File: config.mk
export PLATFORM = sky130hd
export DESIGN_NAME = reorder_buffer
export DESIGN_NICKNAME = d
export VERILOG_FILES = /design/src/rtl/reorder_buffer_pkg.sv /design/src/rtl/reorder_buffer.sv
export SDC_FILE = /design/constraint.sdc
export NUM_CORES = 2
export LEC_CHECK = 0
export BUFFER_PORTS_ARGS = -buffer_cell sky130_fd_sc_hd__buf_2
export CELL_PAD_IN_SITES_DETAIL_PLACEMENT = 0
export CELL_PAD_IN_SITES_GLOBAL_PLACEMENT = 1
export CORE_ASPECT_RATIO = 0.8
export CORE_UTILIZATION = 35
export DETAILED_ROUTE_END_ITERATION = 7
export PLACE_DENSITY_LB_ADDON = 0.1
export SYNTH_ARGS = -nofsm -noshare
export SYNTH_HDL_FRONTEND = slang
export SYNTH_SLANG_ARGS = --single-unit
File: constraint.sdc
create_clock -name clk_in -period 6.3 [get_ports clk_in]
set_clock_uncertainty 0.1 [all_clocks]
set_input_delay 1.26 -clock clk_in [delete_from_list [all_inputs] [get_ports clk_in]]
set_output_delay 1.26 -clock clk_in [all_outputs]
set_load 0.005 [all_outputs]
File: src/rtl/reorder_buffer_pkg.sv
// reorder_buffer_pkg: shared data, register and tag types plus reset constants
package reorder_buffer_pkg;
  typedef logic [31:0] DATA_TYPE;
  typedef logic [4:0] REG_TYPE;
  typedef logic [4:0] ROB_ID_TYPE;
  localparam int ROB_SIZE = 16;
  localparam ROB_ID_TYPE ROB_ID_RESET = '0;
  localparam REG_TYPE REG_RESET = '0;
  localparam DATA_TYPE DATA_RESET = '0;
endpackage

File: src/rtl/reorder_buffer.sv
// reorder_buffer: in-order retirement of out-of-order results with branch rollback
module reorder_buffer #(
  parameter int ROB_SIZE = reorder_buffer_pkg::ROB_SIZE,
  parameter int ROB_ID_W = 5
) (
  input  logic                clk_in,
  input  logic                rst_in,
  input  logic                rdy_in,
  input  logic                issue_valid,
  input  logic [4:0]          issue_rd,
  input  logic                issue_is_branch,
  input  logic                issue_pred_taken,
  input  logic [31:0]         issue_alt_pc,
  input  logic                issue_is_store,
  output logic [ROB_ID_W-1:0] new_rob_id,
  output logic                rob_full,
  input  logic [ROB_ID_W-1:0] query1_id,
  input  logic [ROB_ID_W-1:0] query2_id,
  output logic                query1_ready,
  output logic [31:0]         query1_value,
  output logic                query2_ready,
  output logic [31:0]         query2_value,
  input  logic                cdb_valid,
  input  logic [ROB_ID_W-1:0] cdb_rob_id,
  input  logic [31:0]         cdb_value,
  input  logic                cdb_taken,
  output logic                commit_flag,
  output logic [4:0]          commit_rd,
  output logic [31:0]         commit_value,
  output logic [ROB_ID_W-1:0] commit_rob_id,
  output logic                store_commit,
  output logic                rollback_flag,
  output logic [31:0]         rollback_pc
);
  import reorder_buffer_pkg::*;
  localparam int IW = $clog2(ROB_SIZE);
  localparam int CW = IW + 1;
  localparam logic [ROB_ID_W-1:0] ONE = ROB_ID_W'(1);
  localparam logic [ROB_ID_W-1:0] MAX_TAG = ROB_ID_W'(ROB_SIZE);
  localparam logic [CW-1:0] FULL_CNT = CW'(ROB_SIZE - 1);
  localparam logic [IW-1:0] STEP = IW'(1);

  function automatic logic [IW-1:0] slot(input logic [ROB_ID_W-1:0] t);
    return IW'(t - ONE);
  endfunction

  function automatic logic tag_ok(input logic [ROB_ID_W-1:0] t);
    return t != '0 && t <= MAX_TAG;
  endfunction

  logic [ROB_SIZE-1:0] busy_q, busy_d, ready_q, ready_d;
  logic [ROB_SIZE-1:0] br_q, pt_q, tk_q, st_q;
  REG_TYPE             rd_q  [ROB_SIZE];
  DATA_TYPE            val_q [ROB_SIZE];
  DATA_TYPE            pc_q  [ROB_SIZE];
  logic [IW-1:0]       head_q, head_d, tail_q, tail_d;
  logic [CW-1:0]       count_q, count_d;
  logic                flush_q, flush_d;
  logic                cflag_q, cflag_d, cst_q, cst_d, rb_q, rb_d;
  REG_TYPE             crd_q, crd_d;
  DATA_TYPE            cval_q, cval_d, rbpc_q, rbpc_d;
  logic [ROB_ID_W-1:0] cid_q, cid_d;
  logic                live, do_issue, cdb_hit, do_commit, mispredict, auto_ready;
  logic [IW-1:0]       cslot, q1s, q2s;
  logic                q1_byp, q2_byp;

  // The cycle after a misprediction is spent flushing; nothing else may touch state then
  assign live       = rdy_in & ~flush_q;
  assign rob_full   = count_q >= FULL_CNT;
  assign new_rob_id = ROB_ID_W'(tail_q) + ONE;
  assign do_issue   = live & issue_valid & ~rob_full;
  assign auto_ready = issue_rd == '0 & ~issue_is_branch & ~issue_is_store;
  assign cslot      = slot(cdb_rob_id);
  assign cdb_hit    = live & cdb_valid & tag_ok(cdb_rob_id) & busy_q[cslot];
  assign do_commit  = live & busy_q[head_q] & ready_q[head_q];
  assign mispredict = do_commit & br_q[head_q] & (tk_q[head_q] != pt_q[head_q]);

  assign q1s          = slot(query1_id);
  assign q2s          = slot(query2_id);
  assign q1_byp       = cdb_valid & cdb_rob_id == query1_id & tag_ok(query1_id) & busy_q[q1s];
  assign q2_byp       = cdb_valid & cdb_rob_id == query2_id & tag_ok(query2_id) & busy_q[q2s];
  assign query1_ready = q1_byp | (tag_ok(query1_id) & busy_q[q1s] & ready_q[q1s]);
  assign query2_ready = q2_byp | (tag_ok(query2_id) & busy_q[q2s] & ready_q[q2s]);
  assign query1_value = q1_byp ? cdb_value : query1_ready ? val_q[q1s] : DATA_RESET;
  assign query2_value = q2_byp ? cdb_value : query2_ready ? val_q[q2s] : DATA_RESET;

  always_comb begin
    busy_d  = busy_q;
    ready_d = ready_q;
    head_d  = head_q;
    tail_d  = tail_q;
    if (do_issue) begin
      busy_d[tail_q]  = 1'b1;
      ready_d[tail_q] = auto_ready;
      tail_d          = tail_q + STEP;
    end
    if (cdb_hit) ready_d[cslot] = 1'b1;
    if (do_commit) begin
      busy_d[head_q]  = 1'b0;
      ready_d[head_q] = 1'b0;
      head_d          = head_q + STEP;
    end
    count_d = count_q + CW'(do_issue) - CW'(do_commit);
    if (flush_q) begin
      busy_d  = '0;
      ready_d = '0;
      head_d  = '0;
      tail_d  = '0;
      count_d = '0;
    end
  end

  always_comb begin
    cflag_d = do_commit;
    cst_d   = do_commit & st_q[head_q];
    crd_d   = do_commit & ~st_q[head_q] ? rd_q[head_q] : REG_RESET;
    cval_d  = do_commit ? val_q[head_q] : DATA_RESET;
    cid_d   = do_commit ? ROB_ID_W'(head_q) + ONE : ROB_ID_W'(ROB_ID_RESET);
    rb_d    = mispredict;
    rbpc_d  = mispredict ? pc_q[head_q] : DATA_RESET;
    flush_d = mispredict;
  end

  always_ff @(posedge clk_in or posedge rst_in) begin
    if (rst_in) begin
      busy_q  <= '0;
      ready_q <= '0;
      head_q  <= '0;
      tail_q  <= '0;
      count_q <= '0;
      flush_q <= 1'b0;
      cflag_q <= 1'b0;
      cst_q   <= 1'b0;
      crd_q   <= REG_RESET;
      cval_q  <= DATA_RESET;
      cid_q   <= ROB_ID_W'(ROB_ID_RESET);
      rb_q    <= 1'b0;
      rbpc_q  <= DATA_RESET;
    end else if (rdy_in) begin
      busy_q  <= busy_d;
      ready_q <= ready_d;
      head_q  <= head_d;
      tail_q  <= tail_d;
      count_q <= count_d;
      flush_q <= flush_d;
      cflag_q <= cflag_d;
      cst_q   <= cst_d;
      crd_q   <= crd_d;
      cval_q  <= cval_d;
      cid_q   <= cid_d;
      rb_q    <= rb_d;
      rbpc_q  <= rbpc_d;
    end
  end

  // Payload needs no reset: it is only observed through busy/ready
  always_ff @(posedge clk_in) begin
    if (do_issue) begin
      rd_q[tail_q]  <= issue_rd;
      pc_q[tail_q]  <= issue_alt_pc;
      val_q[tail_q] <= DATA_RESET;
      br_q[tail_q]  <= issue_is_branch;
      pt_q[tail_q]  <= issue_pred_taken;
      st_q[tail_q]  <= issue_is_store;
      tk_q[tail_q]  <= 1'b0;
    end
    if (cdb_hit) begin
      val_q[cslot] <= cdb_value;
      tk_q[cslot]  <= cdb_taken;
    end
  end

  assign commit_flag   = cflag_q;
  assign commit_rd     = crd_q;
  assign commit_value  = cval_q;
  assign commit_rob_id = cid_q;
  assign store_commit  = cst_q;
  assign rollback_flag = rb_q;
  assign rollback_pc   = rbpc_q;
endmodule

==> results.sh <==
export IMPL_status="finished, final reports clean"
export IMPL_p_per_area_mw_per_mm2=327
export IMPL_grt_pass1_wl_um=314000
export IMPL_final_cell_count_no_fill=6346
export IMPL_synth_ff_type="edfxtp_1"
export IMPL_fin_area_mm2=0.0724
export IMPL_drive_gt1_share_pct=32.1
export IMPL_critical_path_class="primary input to output port"
export IMPL_required_ns=4.94
export IMPL_rsz0062_at_grt="no"
export IMPL_clkPwrFrac_pct=36.3
export IMPL_fillers=16234
export IMPL_period_needed_ns=5.71
export IMPL_leakagePower_nw=26.8
export IMPL_clock_sinks=1290
export IMPL_final_nets=3936
export IMPL_vias=37667
export IMPL_port_buffers=241
export IMPL_hpwl_um=118000
export IMPL_syn_to_final_growth_pct=13.8
export IMPL_cts_root_buf="clkbuf_16"
export IMPL_globalRouteOverflowTotal=0
export IMPL_postCtsSetupBuffers=0
export IMPL_post_route_period_util_pct=90.7
export IMPL_synth_edf_count=1152
export IMPL_syn_area_mm2=0.0636
export IMPL_die_h_um=383
export IMPL_wirelength_um=224000
export IMPL_io_pins=242
export IMPL_ys_seq_elements=1290
export IMPL_grt_max_degree=94
export IMPL_synth_top_area_cell="edfxtp_1"
export IMPL_postRouteAntennaNets=0
export IMPL_grt_pass1_vias=38224
export IMPL_place_inst=6066
export IMPL_clockBufferDepth=3
export IMPL_ctsResizeCount=0
export IMPL_synthTopCellsByArea="edfxtp_1 (54%), mux4_2 (22%), dfrtp_1 (4.8%), and3_1 (2.6%), and2_1 (2.6%)"
export IMPL_yosysSeqAreaShare_pct=59.7
export IMPL_ys_types=72
export IMPL_synth_cells=3669
export IMPL_switching_power_mw=7.04
export IMPL_power_frac_comb_pct=21.1
export IMPL_crit_slowest_cell="ha_4"
export IMPL_placed_area_mm2=0.0676
export IMPL_antenna_found_initial=22
export IMPL_syn_num_nets=3788
export IMPL_coreArea_mm2=0.180
export IMPL_start_kind="primary input"
export IMPL_ys_warn_count=0
export IMPL_gp_congestion=0.761
export IMPL_synth_avg_cell_area_um2=17.3
export IMPL_synth_top_cell_area_share_pct=54.4
export IMPL_cts_clk_slew_worst_paths_ns=0.05
export IMPL_seqPwrFrac_pct=42.6
export IMPL_whs_ns=0.350
export IMPL_async_flop_share_pct=9.46
export IMPL_cts_inserted_buffers=146
export IMPL_end_kind="output port"
export IMPL_setup_violations=0
export IMPL_cts_hold_buf=0
export IMPL_worstPathCellList="buf_8 > inv_1 > ha_4 > mux4_2 > mux2i_1 > mux2_2 > nor4_4 > buf_12 > a32o_1 > buf_2"
export IMPL_slew_headroom_pct=26.9
export IMPL_critPathMaxStageDelay_ns=0.55
export IMPL_cp_arrival_ns=4.35
export IMPL_hold_viol_final=0
export IMPL_start_util_pct=35.3
export IMPL_switching_share_pct=29.8
export IMPL_track_usage_pct=24.4
export IMPL_clk_latency_ns=0.78
export IMPL_die_x_um=479
export IMPL_wl_per_cell_um=35.3
export IMPL_drc_errors=0
export IMPL_worstMarginPinSlew_ns=1.10
export IMPL_setup_tns_ns=0
export IMPL_first_pass_iters=5
export IMPL_rows=139
export IMPL_intPower_mw=16.6
export IMPL_dr_first_iter_drc_count=3853
export IMPL_hold_class="flip-flop to flip-flop"
export IMPL_viasPerCell=5.94
export IMPL_critical_path_max_fanout=32
export IMPL_max_freq_ghz=0.175
export IMPL_max_cap_viol_count=0
export IMPL_dieArea_mm2=0.183
export IMPL_drv_slew=0
export IMPL_ir_drop_uv=258
export IMPL_h_tree_depth=4
export IMPL_cts_tree="yes"
[synthesized netlist by cell type (22+ instances only)]
library cell	count
edfxtp_1	1152
dfrtp_1	122
a22o_1	41
buf_2	108
o32ai_1	31
nor2_1	25
mux2i_1	138
inv_1	114
ha_1	25
nand2_1	174
o21ai_0	25
nand3_1	22
and3_1	265
mux4_2	631
and2_1	261
clkbuf_1	190
a32o_1	70
[cells by family after synthesis]
logic type	count (synthesis)	share of synthesized area, %
DFF	1290	59.7
and+or+nand+nor	801	7.23
muxes	796	25.3
buffers and inverters	455	3.21
AOI/OAI and AO/OA	273	3.65
xor gates and xnor gates	28	0.421
adders and majority gates	26	0.523
[flip-flops by register name, summed over array words and instances, names as in the netlist, 16 cells and up]
name and flops:
br_q 16, busy_q 16, commit_value 32, pc_q 512
pt_q 16, rd_q 80, ready_q 16, rollback_pc 32
st_q 16, tk_q 16, val_q 512
[through the flow]
| step | power, mW | util, % | setup WS (ns) |
|---|---|---|---|
| floorplan | 13.4 | - | 0.897 |
| global placement | 15.3 | 37.5 | 0.676 |
| detailed placement | 15.3 | 37.5 | 0.667 |
| CTS | 23.9 | 40.2 | 0.673 |
| global route | 24.5 | 40.2 | 0.511 |
| finish | 23.6 | 40.2 | 0.585 |
[power groups by stage]
stage	Clock, mW	Combinational [mW]	Sequential, mW
global route	9.07	5.29	10.1
detailed placement	0	5.03	10.3
global placement	0	5.04	10.2
finish	8.58	4.99	10.1
CTS	8.75	5.05	10.1
floorplan	0	3.39	10.0
[worst max-delay path, delay by kind of cell]
kind	cells	cell delay [ns]
compound gates	1	0.49
mux	3	0.65
fa+ha+maj	1	0.55
simple gates	1	0.33
buf+inv	4	0.87
[metal layers]
layer  GRT usage, %  up-vias  wire [um]
met3           3.94      262      13400
met5              0        -          0
li1               -    15309          -
met1           36.6    20673     105000
met2           37.0     1423     101000
met4           5.50        0       4640
[path summary, 6_finish.rpt]
kind	start	endpoint	slack, ns	cells past startpoint
setup reg to reg	head_q[1]$_DFFE_PP0P_	count_q[4]$_DFFE_PP0P_	2.11	16
hold / removal	tk_q[13]$_DFF_P_	tk_q[13]$_DFF_P_	0.35	2
setup / recovery	query2_id[0]	query2_value[28]	0.59	10
hold reg to reg	tk_q[13]$_DFF_P_	tk_q[13]$_DFF_P_	0.35	2
max in group asynchronous	rst_in	rollback_pc[24]$_DFFE_PP0P_	4.52	3
min in group asynchronous	rst_in	rollback_pc[17]$_DFFE_PP0P_	0.55	2
[cell usage in the layout (no fill, tap or decap), types with 19 or more instances in the layout]
| master | count |
|---|---|
| clkinv_2 | 21 |
| mux4_2 | 631 |
| o21ai_0 | 24 |
| inv_1 | 97 |
| edfxtp_1 | 1152 |
| nand3_1 | 21 |
| o32ai_1 | 31 |
| and2_1 | 261 |
| a22o_1 | 41 |
| nand2_1 | 174 |
| buf_12 | 20 |
| dfrtp_1 | 118 |
| clkbuf_16 | 146 |
| a32o_1 | 70 |
| nor2_1 | 24 |
| ha_1 | 19 |
| buf_2 | 238 |
| and3_1 | 261 |
| buf_4 | 78 |
| clkinv_1 | 23 |
| clkbuf_1 | 51 |
| mux2i_1 | 138 |
[layout make-up]
type	instances	area, um2	share of cell area [%]
tap	2397	3000	4.14
timing repair buffer	338	2210	3.05
antenna	9	22.5	0.0311
clock inverter	65	783	1.08
inverter	117	458	0.633
sequential	1290	38000	52.5
clock buffer	206	3970	5.48
multi-input combinational	1924	23900	33.1
(Power assumes the default switching activity.)
